[src/rtl/fetch_decode_unit_if.sv]
// Bus between the fetch/decode stage, the instruction memory and the control unit.
// The master side drives the request/handshake inputs and memory data.
// The slave side is the fetch/decode stage itself.
interface fetch_decode_unit_if;
  logic        fetch_start;
  logic [31:0] pc_in;
  logic [31:0] mem_data;
  logic        dec_ready;
  logic [31:0] mem_addr;
  logic        mem_wr;
  logic        busy;
  logic        instr_valid;
  logic [31:0] instr;
  logic [5:0]  opcode;
  logic [5:0]  funct;
  logic [4:0]  rs;
  logic [4:0]  rt;
  logic [4:0]  rd;
  logic [4:0]  shamt;
  logic [31:0] imm_sext;
  logic [31:0] jump_target;
  logic [31:0] pc_plus4;
  logic        misaligned;
  logic        illegal_op;

  modport master (
    output fetch_start, pc_in, mem_data, dec_ready,
    input  mem_addr, mem_wr, busy, instr_valid, instr, opcode, funct,
           rs, rt, rd, shamt, imm_sext, jump_target, pc_plus4,
           misaligned, illegal_op
  );

  modport slave (
    input  fetch_start, pc_in, mem_data, dec_ready,
    output mem_addr, mem_wr, busy, instr_valid, instr, opcode, funct,
           rs, rt, rd, shamt, imm_sext, jump_target, pc_plus4,
           misaligned, illegal_op
  );
endinterface

[src/rtl/fetch_decode_unit.sv]
// Multicycle MIPS fetch/decode stage: presents a fetch address, waits a fixed
// memory latency, captures the instruction word and holds the decoded fields
// for the control unit until it is accepted.
module fetch_decode_unit #(
  parameter int MEM_LATENCY = 1  // 1..15 cycles from address to valid data
) (
  input  logic               clock,
  input  logic               reset,
  fetch_decode_unit_if.slave bus
);

  typedef enum logic [1:0] {IDLE, REQ, CAPTURE, HOLD} state_t;

  localparam logic [3:0] WAIT_INIT = 4'(MEM_LATENCY - 1);

  state_t      state;
  state_t      state_d;
  logic [31:0] mem_addr_q;
  logic [31:0] instr_q;
  logic [3:0]  cnt_q;
  logic        mis_q;
  logic        start;
  logic        unaligned;
  logic        op_ok;
  logic        fn_ok;

  // A new fetch is taken from IDLE, or from HOLD in the same cycle the
  // current instruction is accepted (back-to-back, no idle bubble).
  assign start     = bus.fetch_start &
                     ((state == IDLE) | ((state == HOLD) & bus.dec_ready));
  assign unaligned = (bus.pc_in[1:0] != 2'b00);

  // State register.
  // NOTE: sequential state uses non-blocking assignments so every register
  // samples the pre-edge values of the others.
  always_ff @(posedge clock or posedge reset) begin
    if (reset) state <= IDLE;
    else       state <= state_d;
  end

  // Next-state logic; a misaligned fetch skips the memory wait entirely.
  always_comb begin
    // NOTE: the default comes first so every path assigns state_d and no
    // latch is inferred.
    state_d = state;
    case (state)
      IDLE:    if (start) state_d = unaligned ? HOLD : REQ;
      REQ:     if (cnt_q == 4'd0) state_d = CAPTURE;
      CAPTURE: state_d = HOLD;
      HOLD: begin
        if (start)              state_d = unaligned ? HOLD : REQ;
        else if (bus.dec_ready) state_d = IDLE;
      end
      default: state_d = IDLE;
    endcase
  end

  // Fetch address, wait counter, instruction register and misaligned flag.
  always_ff @(posedge clock or posedge reset) begin
    if (reset) begin
      mem_addr_q <= '0;
      instr_q    <= '0;
      cnt_q      <= '0;
      mis_q      <= 1'b0;
    end else begin
      if (start) begin
        mem_addr_q <= bus.pc_in;
        mis_q      <= unaligned;
        cnt_q      <= WAIT_INIT;
        if (unaligned) instr_q <= '0;
      end else if ((state == REQ) && (cnt_q != 4'd0)) begin
        cnt_q <= cnt_q - 4'd1;
      end
      if (state == CAPTURE) begin
        instr_q <= bus.mem_data;
        mis_q   <= 1'b0;
      end
    end
  end

  // Supported primary opcodes.
  always_comb begin
    op_ok = 1'b0;
    case (instr_q[31:26])
      6'h00, 6'h02, 6'h03, 6'h04, 6'h05, 6'h08, 6'h09, 6'h0A, 6'h0F,
      6'h20, 6'h21, 6'h23, 6'h28, 6'h29, 6'h2B: op_ok = 1'b1;
      default: op_ok = 1'b0;
    endcase
  end

  // Supported R-type function codes (only meaningful when opcode is 0).
  always_comb begin
    fn_ok = 1'b0;
    case (instr_q[5:0])
      6'h00, 6'h02, 6'h03, 6'h04, 6'h07, 6'h08, 6'h0D, 6'h10, 6'h12,
      6'h13, 6'h18, 6'h1A, 6'h20, 6'h21, 6'h22, 6'h23, 6'h24, 6'h26,
      6'h2A: fn_ok = 1'b1;
      default: fn_ok = 1'b0;
    endcase
  end

  // Decoded fields are driven from the registers at all times; they are
  // only meaningful while instr_valid is high.
  assign bus.mem_addr    = mem_addr_q;
  assign bus.mem_wr      = 1'b0;
  assign bus.busy        = (state == REQ) | (state == CAPTURE);
  assign bus.instr_valid = (state == HOLD);
  assign bus.instr       = instr_q;
  assign bus.opcode      = instr_q[31:26];
  assign bus.rs          = instr_q[25:21];
  assign bus.rt          = instr_q[20:16];
  assign bus.rd          = instr_q[15:11];
  assign bus.shamt       = instr_q[10:6];
  assign bus.funct       = instr_q[5:0];
  assign bus.imm_sext    = {{16{instr_q[15]}}, instr_q[15:0]};
  assign bus.pc_plus4    = mem_addr_q + 32'd4;
  assign bus.jump_target = {bus.pc_plus4[31:28], instr_q[25:0], 2'b00};
  assign bus.misaligned  = mis_q;
  assign bus.illegal_op  = bus.instr_valid & ~mis_q &
                           ~(op_ok & ((instr_q[31:26] != 6'h00) | fn_ok));

endmodule
[src/flat_wrapper.sv]
// flat-port wrapper written by rule: the top's interface ports become plain ports
module fetch_decode_unit_flat 
#(
  parameter int MEM_LATENCY = 1                                            
)
  (clock, reset, bus_fetch_start, bus_pc_in, bus_mem_data, bus_dec_ready, bus_mem_addr, bus_mem_wr, bus_busy, bus_instr_valid, bus_instr, bus_opcode, bus_funct, bus_rs, bus_rt, bus_rd, bus_shamt, bus_imm_sext, bus_jump_target, bus_pc_plus4, bus_misaligned, bus_illegal_op);
  fetch_decode_unit_if bus_i ();
  input  logic clock;
  input  logic reset;
  input wire logic [$bits(bus_i.fetch_start)-1:0] bus_fetch_start;
  input wire logic [$bits(bus_i.pc_in)-1:0] bus_pc_in;
  input wire logic [$bits(bus_i.mem_data)-1:0] bus_mem_data;
  input wire logic [$bits(bus_i.dec_ready)-1:0] bus_dec_ready;
  output wire logic [$bits(bus_i.mem_addr)-1:0] bus_mem_addr;
  output wire logic [$bits(bus_i.mem_wr)-1:0] bus_mem_wr;
  output wire logic [$bits(bus_i.busy)-1:0] bus_busy;
  output wire logic [$bits(bus_i.instr_valid)-1:0] bus_instr_valid;
  output wire logic [$bits(bus_i.instr)-1:0] bus_instr;
  output wire logic [$bits(bus_i.opcode)-1:0] bus_opcode;
  output wire logic [$bits(bus_i.funct)-1:0] bus_funct;
  output wire logic [$bits(bus_i.rs)-1:0] bus_rs;
  output wire logic [$bits(bus_i.rt)-1:0] bus_rt;
  output wire logic [$bits(bus_i.rd)-1:0] bus_rd;
  output wire logic [$bits(bus_i.shamt)-1:0] bus_shamt;
  output wire logic [$bits(bus_i.imm_sext)-1:0] bus_imm_sext;
  output wire logic [$bits(bus_i.jump_target)-1:0] bus_jump_target;
  output wire logic [$bits(bus_i.pc_plus4)-1:0] bus_pc_plus4;
  output wire logic [$bits(bus_i.misaligned)-1:0] bus_misaligned;
  output wire logic [$bits(bus_i.illegal_op)-1:0] bus_illegal_op;
  assign bus_i.fetch_start = bus_fetch_start;
  assign bus_i.pc_in = bus_pc_in;
  assign bus_i.mem_data = bus_mem_data;
  assign bus_i.dec_ready = bus_dec_ready;
  assign bus_mem_addr = bus_i.mem_addr;
  assign bus_mem_wr = bus_i.mem_wr;
  assign bus_busy = bus_i.busy;
  assign bus_instr_valid = bus_i.instr_valid;
  assign bus_instr = bus_i.instr;
  assign bus_opcode = bus_i.opcode;
  assign bus_funct = bus_i.funct;
  assign bus_rs = bus_i.rs;
  assign bus_rt = bus_i.rt;
  assign bus_rd = bus_i.rd;
  assign bus_shamt = bus_i.shamt;
  assign bus_imm_sext = bus_i.imm_sext;
  assign bus_jump_target = bus_i.jump_target;
  assign bus_pc_plus4 = bus_i.pc_plus4;
  assign bus_misaligned = bus_i.misaligned;
  assign bus_illegal_op = bus_i.illegal_op;
  fetch_decode_unit #(.MEM_LATENCY(MEM_LATENCY)) u_core (.clock(clock), .reset(reset), .bus(bus_i));
endmodule
[config.mk]
export PLATFORM = sky130hd
export DESIGN_NAME = fetch_decode_unit_flat
export DESIGN_NICKNAME = d
export VERILOG_FILES = /design/src/rtl/fetch_decode_unit_if.sv /design/src/rtl/fetch_decode_unit.sv /design/src/flat_wrapper.sv
export SDC_FILE = /design/constraint.sdc
export NUM_CORES = 1
export LEC_CHECK = 0
export ABC_AREA = 1
export BUFFER_PORTS_ARGS = -buffer_cell sky130_fd_sc_hd__buf_2
export CORE_MARGIN = 8
export CORE_UTILIZATION = 41
export DETAILED_ROUTE_END_ITERATION = 16
export PLACE_DENSITY = 0.79
export SETUP_SLACK_MARGIN = 0.5
export SLEW_MARGIN = 20
export SYNTH_ARGS = -nofsm -noshare
export SYNTH_HDL_FRONTEND = slang
export SYNTH_SLANG_ARGS = --single-unit
[constraint.sdc]
create_clock -name clock -period 1.8 [get_ports clock]
set_input_delay 0.09 -clock clock [delete_from_list [all_inputs] [get_ports clock]]
set_output_delay 0.09 -clock clock [all_outputs]
set_load 0.01 [all_outputs]
After elaboration in Yosys (flattened, before gate mapping)
Memories as Yosys holds them, arrays and structs flattened.
Index checks and enable logic that the tools add are counted.

operators by class
  $add $sub $neg = 2
  eq/ne operators = 6
  muxes and demuxes = 13
  bitwise operators = 10
  reduce and logical (&&, ||, !) cells = 11

operators by type and width
  kind                                                   count
  two-way mux 32 bit                                     3
  adder 32 x 3 -> 32 bit, second input constant          1
  two-way mux 2 bit                                      5
  two-way mux 4 bit                                      2
  one-hot mux 2 bit (4 select lines)                     1
  nonzero test 2 bit                                     4
  nonzero test 6 bit                                     1
  AND 1 bit                                              5
  equality test 2 bit, second input constant             2
  logical NOT 4 bit                                      1
  inequality test 2 x 1 -> 1 bit, second input constant  2
  nonzero test 4 bit                                     1
  subtractor 4 x 1 -> 4 bit, second input constant       1
  inequality test 3 bit, second input constant           1
  bitwise OR 1 bit                                       3
  AND reduction 3 bit                                    1
  equality test 2 x 1 -> 1 bit, second input constant    1
  logical NOT 2 bit                                      1
  two-way mux 1 bit                                      2
  NOT 1 bit                                              2
  AND reduction 2 bit                                    1
  logical AND 1 bit                                      1

word-level totals
  bits in registers = 71
  ROM bits = 128
  input port bits = 68
  output and inout bits = 197
  logic and storage cells = 49
  memories = 2

memories
  name              depth  bits a word  read ports  clocked after Yosys merged registers in  wr ports  RTL line                 RTL
  (name not given)  64     1            1           0                                        0         fetch_decode_unit.sv:84  case (instr_q[31:26])
  (name not given)  64     1            1           0                                        0         fetch_decode_unit.sv:94  case (instr_q[5:0])

Depth between registers and ports, before layout
Gate-level depths: netlist (run 1).

  depth after elaboration = 6
  depth in mapped cells = 11
  mapped depth without buffers = 11

Worst setup path after synthesis (run 1)
Ideal clock, no wire load.

  path kind = reg2out
  from = register u_core.mem_addr_q[3] (netlist: u_core.bus.mem_addr[3])
  to = output port bus_pc_plus4[30]
  arrival = 1618 ps
  data required time = 1710 ps
  setup slack = 92 ps
  cell stages (with the launch flop) = 9
  buffers on the path = 1
  cell sequence = dfrtp_1 > ha_1 > nand2_2 > nor2_4 > inv_1 > nor3_1 > nand2_1 > xor2_1 > buf_4

between the ends
  word-level cells in the longest chain between the ends = 1

RTL lines
  element                 RTL line                  RTL
  start, declared         fetch_decode_unit.sv:18   logic [31:0] mem_addr_q;
  start signal, assigned  fetch_decode_unit.sv:67   mem_addr_q <= bus.pc_in;
  adder 32 x 3 -> 32 bit  fetch_decode_unit.sv:116  assign bus.pc_plus4 = mem_addr_q + 32'd4;
  end, declared           flat_wrapper.sv:27        output wire logic [$bits(bus_i.pc_plus4)-1:0] bus_pc_plus4;

Every way passes these cells.

Worst setup path after layout (run 1)
  from = register u_core.mem_addr_q[20] (netlist: u_core.bus.mem_addr[20])
  to = output port bus_jump_target[30]

between the ends
  word-level cells in the longest chain between the ends = 1

RTL lines
  element                 RTL line                  RTL
  adder 32 x 3 -> 32 bit  fetch_decode_unit.sv:116
  end, declared           flat_wrapper.sv:26        output wire logic [$bits(bus_i.jump_target)-1:0] bus_jump_target;

Every way passes these cells.

==> results of run 1 <==
state kept, by name (all words and copies together), names as in the netlist:
signal                 cells
u_core.bus.misaligned      1
u_core.bus.mem_addr       32
u_core.bus.instr          32
u_core.cnt_q               4
u_core.state               2
cells in the mapped netlist, drive strengths merged:
library cell / n / area share (%)
inv: 49 / 4.0
o2111ai: 1 / 0.19
nand2: 195 / 16
dfrtp: 71 / 38
xnor2: 2 / 0.38
nand3: 35 / 3.9
clkinv: 1 / 0.081
nor4: 2 / 0.59
or2: 1 / 0.13
conb: 1 / 0.081
clkbuf: 11 / 0.89
nor3: 15 / 1.7
a21oi: 6 / 0.65
nor2: 35 / 3.7
nand4: 5 / 0.81
o211ai: 1 / 0.16
nor3b: 1 / 0.16
nand3b: 1 / 0.16
buf: 103 / 16
a211oi: 1 / 0.16
o21ai: 36 / 3.9
ha: 12 / 3.2
xor2: 23 / 4.3
final cells by class:
cell class | count | share of cell area, %
Inverter | 50 | 2.94
Timing Repair Buffer | 432 | 37.4
Clock buffer | 13 | 2.91
Multi-Input combinational cell | 376 | 33.2
Sequential cell | 71 | 20.9
Antenna cell | 1 | 0.0291
Tap cell | 143 | 2.08
Clock inverter | 3 | 0.494
metal layers:
layer,vias up,track usage (%),share of wire [%]
li1,2482,-,-
met1,2689,29.9,34
met2,450,46.0,49
met3,165,6.12,9.7
met4,0,16.5,7.2
met5,-,0,0
report_power, final:
part           switching [mW]  total (mW)  internal (mW)  leakage (nW)
Combinational            5.91        10.7           4.77          3.60
Sequential               1.13        3.52           2.39         0.865
Clock                   0.686        1.80           1.11         0.140
repair_timing:
item                                    in CTS  in global routing
pin swaps                                   64                 55
gates cloned                                11                  0
endpoints found under the setup margin     105                127
endpoints found under the hold margin       83                  0
hold buffers                                65                  0
buffers inserted                            65                 21
resized for setup                          171                 96
worst reg2reg max path, cell delays in order, from the launching register on:
cell	delay, ns
dfrtp_2	0.45
ha_4	0.19
inv_4	0.06
o21ai_2	0.07
nand2_2	0.10
buf_12	0.14
clkinv_16	0.06
buf_6	0.12
buf_8	0.12
buf_16	0.14
o21ai_1	0.16
logic make-up after synthesis:
logic type	Yosys count	synth area share [%]
flops	71	38.3
fa+ha+maj	12	3.23
compound gates	45	5.04
other cells	1	0.0808
xor+xnor	25	4.72
buf+inv	164	21.3
simple gates	290	27.3
worst max-delay path by stage:
stage                                  startpoint  slack, ns  cells past startpoint                   to
after floorplan            u_core.bus.mem_addr[3]       0.27                      9     bus_pc_plus4[26]
after global placement     u_core.bus.mem_addr[3]       0.14                     10     bus_pc_plus4[26]
after detailed placement   u_core.bus.mem_addr[3]       0.07                     10     bus_pc_plus4[26]
after CTS                  u_core.bus.mem_addr[3]      -0.08                     10     bus_pc_plus4[26]
after global routing       u_core.bus.mem_addr[6]      -0.45                      7  bus_jump_target[30]
final                     u_core.bus.mem_addr[20]      -0.37                      7  bus_jump_target[30]
==> results.yml, run 1 <==
status:
  status: "finished, violations left"
  violations: "setup timing"
routing:
  drt-initial-drc-count: 559
  antenna_left: 0
  first_pass_iters: 5
  finalWirelength_mm: 23.1
  post_drt_via_cell_ratio: 5.31
  avgRoutedWirePerCell_um: 21.2
  drc: 0
  vias: 5786
placement:
  gp_congestion: 0.921
  place_area_um2: 5760
  dpl_worst_slack_ns: 0.0699
  dp.cells: 910
  portBuffers: 261
  dp_hpwl_mm: 11.4
setup_path:
  critPathArrivalTime_ns: 2.08
  path_cells: "nand2_1 > nor2_1 > nand2_1 > nor2_1 > nand2_1 > xor2_2 > buf_2"
  cp_common_cell: "nand2_1"
  crit_type: "flop to primary output"
  cp-start-kind: "flop"
  rrSetupSlack_ns: 0.09
  reg2reg_depth: 10
  crit_fanout: 4
  endpoint_kind: "primary output"
  critical-path-slowest-cell: "dfrtp_1"
  timing.rr.start: "u_core.state[0]"
  crit_buf_inv: 1
  critical_path.max_stage_delay_ns: 0.42
  critPathTopFamily: "simple AND/OR/NAND/NOR gates"
  rr_endpoint: "u_core.bus.mem_addr[26]"
  required_ns: 1.71
global_routing:
  grt_pass1_vias: 5739
  grt_usage_pct: 26.8
  grt_pass1_wl_mm: 30.9
  grt_overflow: 0
  grt_antenna_before_repair: 1
  grt_start_max_net_pins: 28
clocking:
  h-tree-depth: 3
  clk_latency_ns: 0.33
  numCtsBuffers: 9
  cts_tree: "built"
  path_clk_slew_ns: 0.06
  clock-sinks: 71
  clock_path_buffers: 2
  root_buffer: "clkbuf_16"
floorplanning:
  coreArea_um2: 11200
  dieWidth_um: 122
  rows: 39
  die_area_um2: 15000
  start_util_pct: 41.4
  die_h_um: 122
  ios: 265
finish:
  fillers: 681
  layout_common_cells: "buf_2 (249), nand2_1 (132), dlygate4sd3_1 (65)"
  drive_above_1_share_pct: 63.4
  nets: 1020
  fin_util_pct: 76.7
  stdcell_count: 1089
  seq_area_um2: 1800
  areaGrowthSynthToFinish_pct: 85.4
  multiInputGateArea_um2: 2860
  design_area_um2: 8610
  final_common_cell: "buf_2"
pwr:
  p_leak_nw: 4.61
  power_density_nw_per_um2: 1860
  finalPower_mw: 16.0
  max-vdd-ir-drop_uv: 1060
timing:
  worstMarginPinSlew_ns: 0.594
  period_needed_ns: 2.17
  setup_violations: 32
  fin_ws_ns: -0.367
  fin_worst_skew_ns: 0.00860
  period_share_pct: 120
  drv_slew: 0
  fmax_ghz: 0.461
  relSlewSlack_pct: 60.3
  timing.hold.ws_ns: 0.234
  tns_ns: -5.05
  final_hold_viol_count: 0
  rsz0062_at_grt: "yes"
logic_synthesis:
  yosysWarnings: 0
  synthCells: 608
  synth-seq-cells: 71
  synth_area_per_cell_um2: 7.64
  netlist_area_um2: 4640
  ys_types: 36
  ys_seq_area_share_pct: 38.3
worst_hold_path:
  hold_start: "bus_pc_in[1]"
  min_delay_path_depth: 5
  worstHoldEndpoint: "u_core.state[1]"
  min_path_type: "input port to flop"
job:
  cap_violations: 0
(Power assumes the default switching activity.)
==> run 2: changes to the inputs <==
Settings changed: ABC_AREA 1 to not set, CORE_UTILIZATION 41 to 39, PLACE_DENSITY 0.79 to 0.78.
==> run 2 against run 1 <==
Against the previous run:
- the flow still finishes with violations (setup timing)
- total power shrank 10%
- sequential share of layout area grew 2.0 points
- critical path depth decreased by 1
- core utilization decreased by 3.9 points
- wire length fell by 11%
- first-iteration DRC count decreased by 24%
- non-clock buffer count is 17 lower
==> results.yml, run 2 <==
logic_synthesis:
  synth_top_family_by_area: "buffers and inverters"
  synthMuxAreaShare_pct: 1.05
  yosys.area_share.xor_xnor_pct: 6.53
  synthCells: 462
  netlist.area_leader.share_pct: 41.4
  synth-seq-cells: 71
  synth-simple-area-share_pct: 18.0
  synth_area_per_cell_um2: 9.29
  synth-compound-area-share_pct: 9.47
  yosysMostFrequentCell: "nand2_1"
  yosys.area.top_type: "dfrtp_1"
  async_reset_ff_share_pct: 100
  yosysWarnings: 0
  synthTopCellsByArea: "dfrtp_1 (41%), buf_4 (17%), nand2_1 (9.4%)"
  netlist_area_um2: 4290
  ys_types: 43
  synth-edff-count: 0
  ys_seq_area_share_pct: 41.4
  yosys_most_used_dff: "dfrtp_1"
  synthTopCellsByCount: "nand2_1 (108), buf_4 (99), dfrtp_1 (71), a22o_1 (32), xnor2_1 (23)"
  yosys.area_share.adder_pct: 3.50
timing:
  period_needed_ns: 2.21
  final_hold_viol_count: 0
  relSlewSlack_pct: 52.6
  fmax_ghz: 0.453
  setup_violations: 30
  worstMarginPinSlew_ns: 0.710
  fin_worst_skew_ns: 0.0105
  drv_slew: 0
  rsz0062_at_grt: "yes"
  fin_ws_ns: -0.409
  period_share_pct: 123
clocking:
  numCtsBuffers: 9
  h-tree-depth: 3
  clock-sinks: 71
  root_buffer: "clkbuf_8"
  clock_path_buffers: 2
  cts_tree: "built"
  clk_latency_ns: 0.35
  path_clk_slew_ns: 0.09
finish:
  drive_above_1_share_pct: 67.8
  layout_common_cells: "buf_2 (254), dlygate4sd3_1 (65), dfrtp_1 (53)"
  fin_util_pct: 72.8
  nets: 857
  fillers: 609
  design_area_um2: 7860
  final_common_cell: "buf_2"
  areaGrowthSynthToFinish_pct: 83.1
routing:
  post_drt_via_cell_ratio: 5.33
  avgRoutedWirePerCell_um: 22.4
  drc: 0
  first_pass_iters: 5
  finalWirelength_mm: 20.6
  antenna_left: 0
  drt-initial-drc-count: 423
  vias: 4918
floorplanning:
  coreArea_um2: 10800
  ios: 265
  start_util_pct: 39.8
  die_area_um2: 14600
  die_h_um: 121
  dieWidth_um: 121
  rows: 38
placement:
  dp_hpwl_mm: 10.6
  portBuffers: 261
  place_area_um2: 5460
  gp_congestion: 0.869
global_routing:
  grt_overflow: 0
  grt_pass1_wl_mm: 27.3
  grt_start_max_net_pins: 40
  grt_pass1_vias: 5005
  grt_usage_pct: 23.8
  grt_antenna_before_repair: 1
setup_path:
  crit_type: "flop to primary output"
  endpoint_kind: "primary output"
  critPathArrivalTime_ns: 2.12
  required_ns: 1.71
  cp-start-kind: "flop"
  crit_fanout: 4
pwr:
  p_leak_nw: 4.32
  max-vdd-ir-drop_uv: 1190
  power_density_nw_per_um2: 1820
status:
  violations: "setup timing"
  status: "finished, violations left"
worst_hold_path:
  min_path_type: "input port to flop"
job:
  cap_violations: 0
[run 2: cell types whose count changed in the layout (fill, tap and decap cells not counted), sizes merged, moves of 12 or more]
cell	change
xor2	-14
inv	-32
nor2	-21
nand2	-88
nand3	-22
buf	-21
a22o	+32
o21ai	-33
xnor2	+21
nor3	-12
[run 2: cell families (layout without fill, tap and decap cells)]
kind of cell / Yosys count / in the layout
simple gates: 165 / 165
flops: 71 / 71
other cells: 1 / 4
fa+ha+maj: 12 / 12
compound gates: 49 / 49
xor+xnor: 32 / 32
buf+inv: 129 / 447
mux: 3 / 3
[run 2: metrics by stage]
stage	setup TNS, ns	power (mW)	hold slack, ns	instances	worst slack, ns
after floorplan	0	8.06	0.195	464	0.0704
after global placement	0	9.67	0.232	779	0.0491
after detailed placement	-0.0758	9.89	0.233	779	-0.0689
after CTS	-4.91	12.7	0.180	898	-0.340
after global routing	-9.62	15.0	0.200	923	-0.492
final	-7.23	14.3	0.208	923	-0.409
[run 2: layout make-up]
| type | instances | area [µm²] | area share (%) |
|---|---|---|---|
| Timing Repair Buffer | 415 | 3070 | 39.1 |
| Multi-Input combinational cell | 264 | 2540 | 32.4 |
| Inverter | 16 | 71.3 | 0.907 |
| Tap cell | 140 | 175 | 2.23 |
| Clock inverter | 6 | 58.8 | 0.748 |
| Clock buffer | 10 | 138 | 1.75 |
| Antenna cell | 1 | 2.50 | 0.0318 |
| Sequential cell | 71 | 1800 | 22.9 |
[run 2: worst max-delay path: stages (launching register included)]
cell	delay, ns
dfrtp_2	0.41
nand4_4	0.16
nor4_4	0.40
buf_4	0.21
nand4_1	0.16
xnor2_2	0.23
buf_2	0.18
[run 2: what timing repair did]
item                                    in CTS  in global routing
gates cloned                                 7                  6
hold buffers                                65                  0
endpoints found under the hold margin       92                  0
endpoints found under the setup margin     127                111
pin swaps                                   46                 75
gates resized for setup                    131                 96
buffers inserted                            31                 18
[run 2: per-layer routing]
metal / part of all wire, % / up-vias / track usage [%] / wire length (µm)
met5: 0 / - / 0 / 0
met4: 5.2 / 0 / 12.2 / 1070
met3: 9.7 / 82 / 8.14 / 2000
met2: 50 / 368 / 42.5 / 10300
met1: 35 / 2399 / 24.0 / 7300
li1: - / 2069 / - / -
[run 2: where the power goes]
part	internal, mW	switching [mW]
logic	4.59	4.89
registers	2.37	1.17
clock network	0.674	0.642
[run 2: final timing paths]
path                       slack (ns)                      end  cells after the start                   start
setup reg to reg                -0.01          u_core.state[0]                      6         u_core.cnt_q[1]
hold reg to reg                  0.55     u_core.bus.instr[23]                      1    u_core.bus.instr[23]
setup / recovery                -0.41      bus_jump_target[31]                      6  u_core.bus.mem_addr[6]
max in group asynchronous        0.74      u_core.bus.instr[0]                      4                   reset
hold / removal                   0.21    u_core.bus.misaligned                      4         bus_fetch_start
min in group asynchronous        0.42  u_core.bus.mem_addr[29]                      3                   reset
==> run 3: changes to the inputs <==
Settings changed: RECOVER_POWER set to 50.
==> run 3 against run 2 <==
Against the previous run:
- critical endpoint unchanged
- non-clock buffer count unchanged
- cell area down 1.7%
- critical path type unchanged
- first-iteration DRC count decreased by 4.0%
- wire length is 0.66% lower
- the run still ends with setup timing left
- core utilization shrank 1.2 points
- via count rose by 0.24%
- combinational power down 2.7%
==> results.yml, run 3 (same netlist as run 2, synthesis figures left out) <==
finish:
  areaGrowthSynthToFinish_pct: 80.0
  drive_above_1_share_pct: 56.0
  stdcell_count: 923
  nets: 857
  final_common_cell: "buf_2"
  fillers: 668
  layout_common_cells: "buf_2 (166), clkbuf_1 (90), dlygate4sd3_1 (65)"
setup_path:
  crit_type: "flop to primary output"
  endpoint_kind: "primary output"
  critPathArrivalTime_ns: 2.12
  cp-start-kind: "flop"
  crit_fanout: 4
  required_ns: 1.71
  critical-path-slowest-cell: "dfrtp_2"
  critPathTopFamily: "simple AND/OR/NAND/NOR gates"
  critical_path.max_stage_delay_ns: 0.41
  crit_buf_inv: 2
  path_cells: "nand4_4 > nor4_4 > buf_4 > nand4_1 > xnor2_2 > buf_2"
global_routing:
  grt_start_max_net_pins: 40
  grt_pass1_vias: 5005
  grt_antenna_before_repair: 1
  grt_overflow: 0
  grt_pass1_wl_mm: 27.3
  grt_usage_pct: 23.8
routing:
  finalWirelength_mm: 20.5
  vias: 4930
  first_pass_iters: 6
  post_drt_via_cell_ratio: 5.34
  avgRoutedWirePerCell_um: 22.2
  drc: 0
  drt-initial-drc-count: 406
  antenna_left: 0
timing:
  period_share_pct: 123
  worstMarginPinSlew_ns: 0.674
  final_hold_viol_count: 0
  drv_slew: 0
  tns_ns: -7.14
  rsz0062_at_grt: "yes"
  period_needed_ns: 2.21
  fin_ws_ns: -0.415
  setup_violations: 29
  fmax_ghz: 0.452
  relSlewSlack_pct: 55.0
  fin_worst_skew_ns: 0.0118
clocking:
  cts_tree: "built"
  h-tree-depth: 3
  numCtsBuffers: 9
  clock-sinks: 71
  path_clk_slew_ns: 0.09
  clk_latency_ns: 0.35
  clock_path_buffers: 2
  root_buffer: "clkbuf_8"
status:
  status: "finished, violations left"
  violations: "setup timing"
pwr:
  p_leak_nw: 4.01
  max-vdd-ir-drop_uv: 1170
  power_density_nw_per_um2: 1820
  finalPower_mw: 14.1
placement:
  portBuffers: 261
  gp_congestion: 0.869
  dp.cells: 779
  dp_hpwl_mm: 10.6
floorplanning:
  rows: 38
  coreArea_um2: 10800
  die_h_um: 121
  ios: 265
  die_area_um2: 14600
  start_util_pct: 39.8
  dieWidth_um: 121
worst_hold_path:
  min_path_type: "input port to flop"
job:
  cap_violations: 0
-- run 3: cell types whose count changed in the layout (fill, tap and decap cells not counted) --
| cell | before | now |
|---|---|---|
| clkbuf_4 | 0 | 1 |
| clkbuf_1 | 0 | 90 |
| buf_2 | 254 | 166 |
| dfrtp_1 | 53 | 55 |
| dfrtp_2 | 18 | 16 |
| buf_12 | 6 | 5 |
| buf_4 | 43 | 41 |
-- run 3: area by class of cell --
type	instances	area, µm²	area share [%]
Clock inverter	6	58.8	0.761
Sequential cell	71	1800	23.2
Multi-Input combinational cell	264	2540	32.9
Inverter	16	71.3	0.923
Timing Repair Buffer	415	2940	38.1
Antenna cell	1	2.50	0.0324
Clock buffer	10	138	1.78
Tap cell	140	175	2.27
-- run 3: stage by stage --
step	utilization, %	worst slack, ns	hold WS (ns)	cell area (µm²)
global route	71.6	-0.492	0.205	7730
floorplan	-	0.0704	0.195	4570
finish	71.6	-0.415	0.210	7730
detailed placement	50.6	-0.0689	0.233	5460
CTS	66.6	-0.340	0.180	7190
global placement	50.6	0.0491	0.232	5460
-- run 3: where the power goes --
group	internal, mW	switching, mW	total [mW]
Combinational	4.34	4.87	9.21
Clock	0.674	0.639	1.31
Sequential	2.36	1.19	3.55
Total	7.38	6.70	14.1
-- run 3: final timing paths --
| kind | start | end | slack, ns | depth (start not counted) |
|---|---|---|---|---|
| max in group asynchronous | reset | u_core.state[0] | 0.32 | 4 |
| worst max register to register | u_core.cnt_q[1] | u_core.state[0] | -0.01 | 6 |
| min in group asynchronous | reset | u_core.bus.mem_addr[29] | 0.41 | 3 |
| worst min-delay path | bus_fetch_start | u_core.bus.misaligned | 0.21 | 4 |
| worst min register to register | u_core.bus.instr[23] | u_core.bus.instr[23] | 0.56 | 1 |
| worst max-delay path | u_core.bus.mem_addr[6] | bus_jump_target[31] | -0.41 | 6 |
-- run 3: repair_timing --
action | 4_1_cts | 5_1_grt
gates cloned | 7 | 6
pin swaps | 46 | 75
setup buffers | 31 | 18
resized for setup | 131 | 96
hold endpoints to repair | 92 | 0
endpoints found under the setup margin | 127 | 111
hold buffers | 65 | 0
-- run 3: routing by layer --
| metal | share of wire, % | up-vias | GRT usage, % |
|---|---|---|---|
| li1 | - | 2067 | - |
| met1 | 35 | 2396 | 24.0 |
| met2 | 50 | 374 | 42.5 |
| met3 | 10 | 93 | 8.14 |
| met4 | 5.4 | 0 | 12.2 |
| met5 | 0 | - | 0 |
-- run 3: worst reg2reg max path, stage by stage (launching register included) --
cell     delay, ns
dfrtp_1       0.39
inv_2         0.09
ha_4          0.12
or3b_4        0.38
a221o_1       0.37
o31ai_2       0.23
o31ai_1       0.10
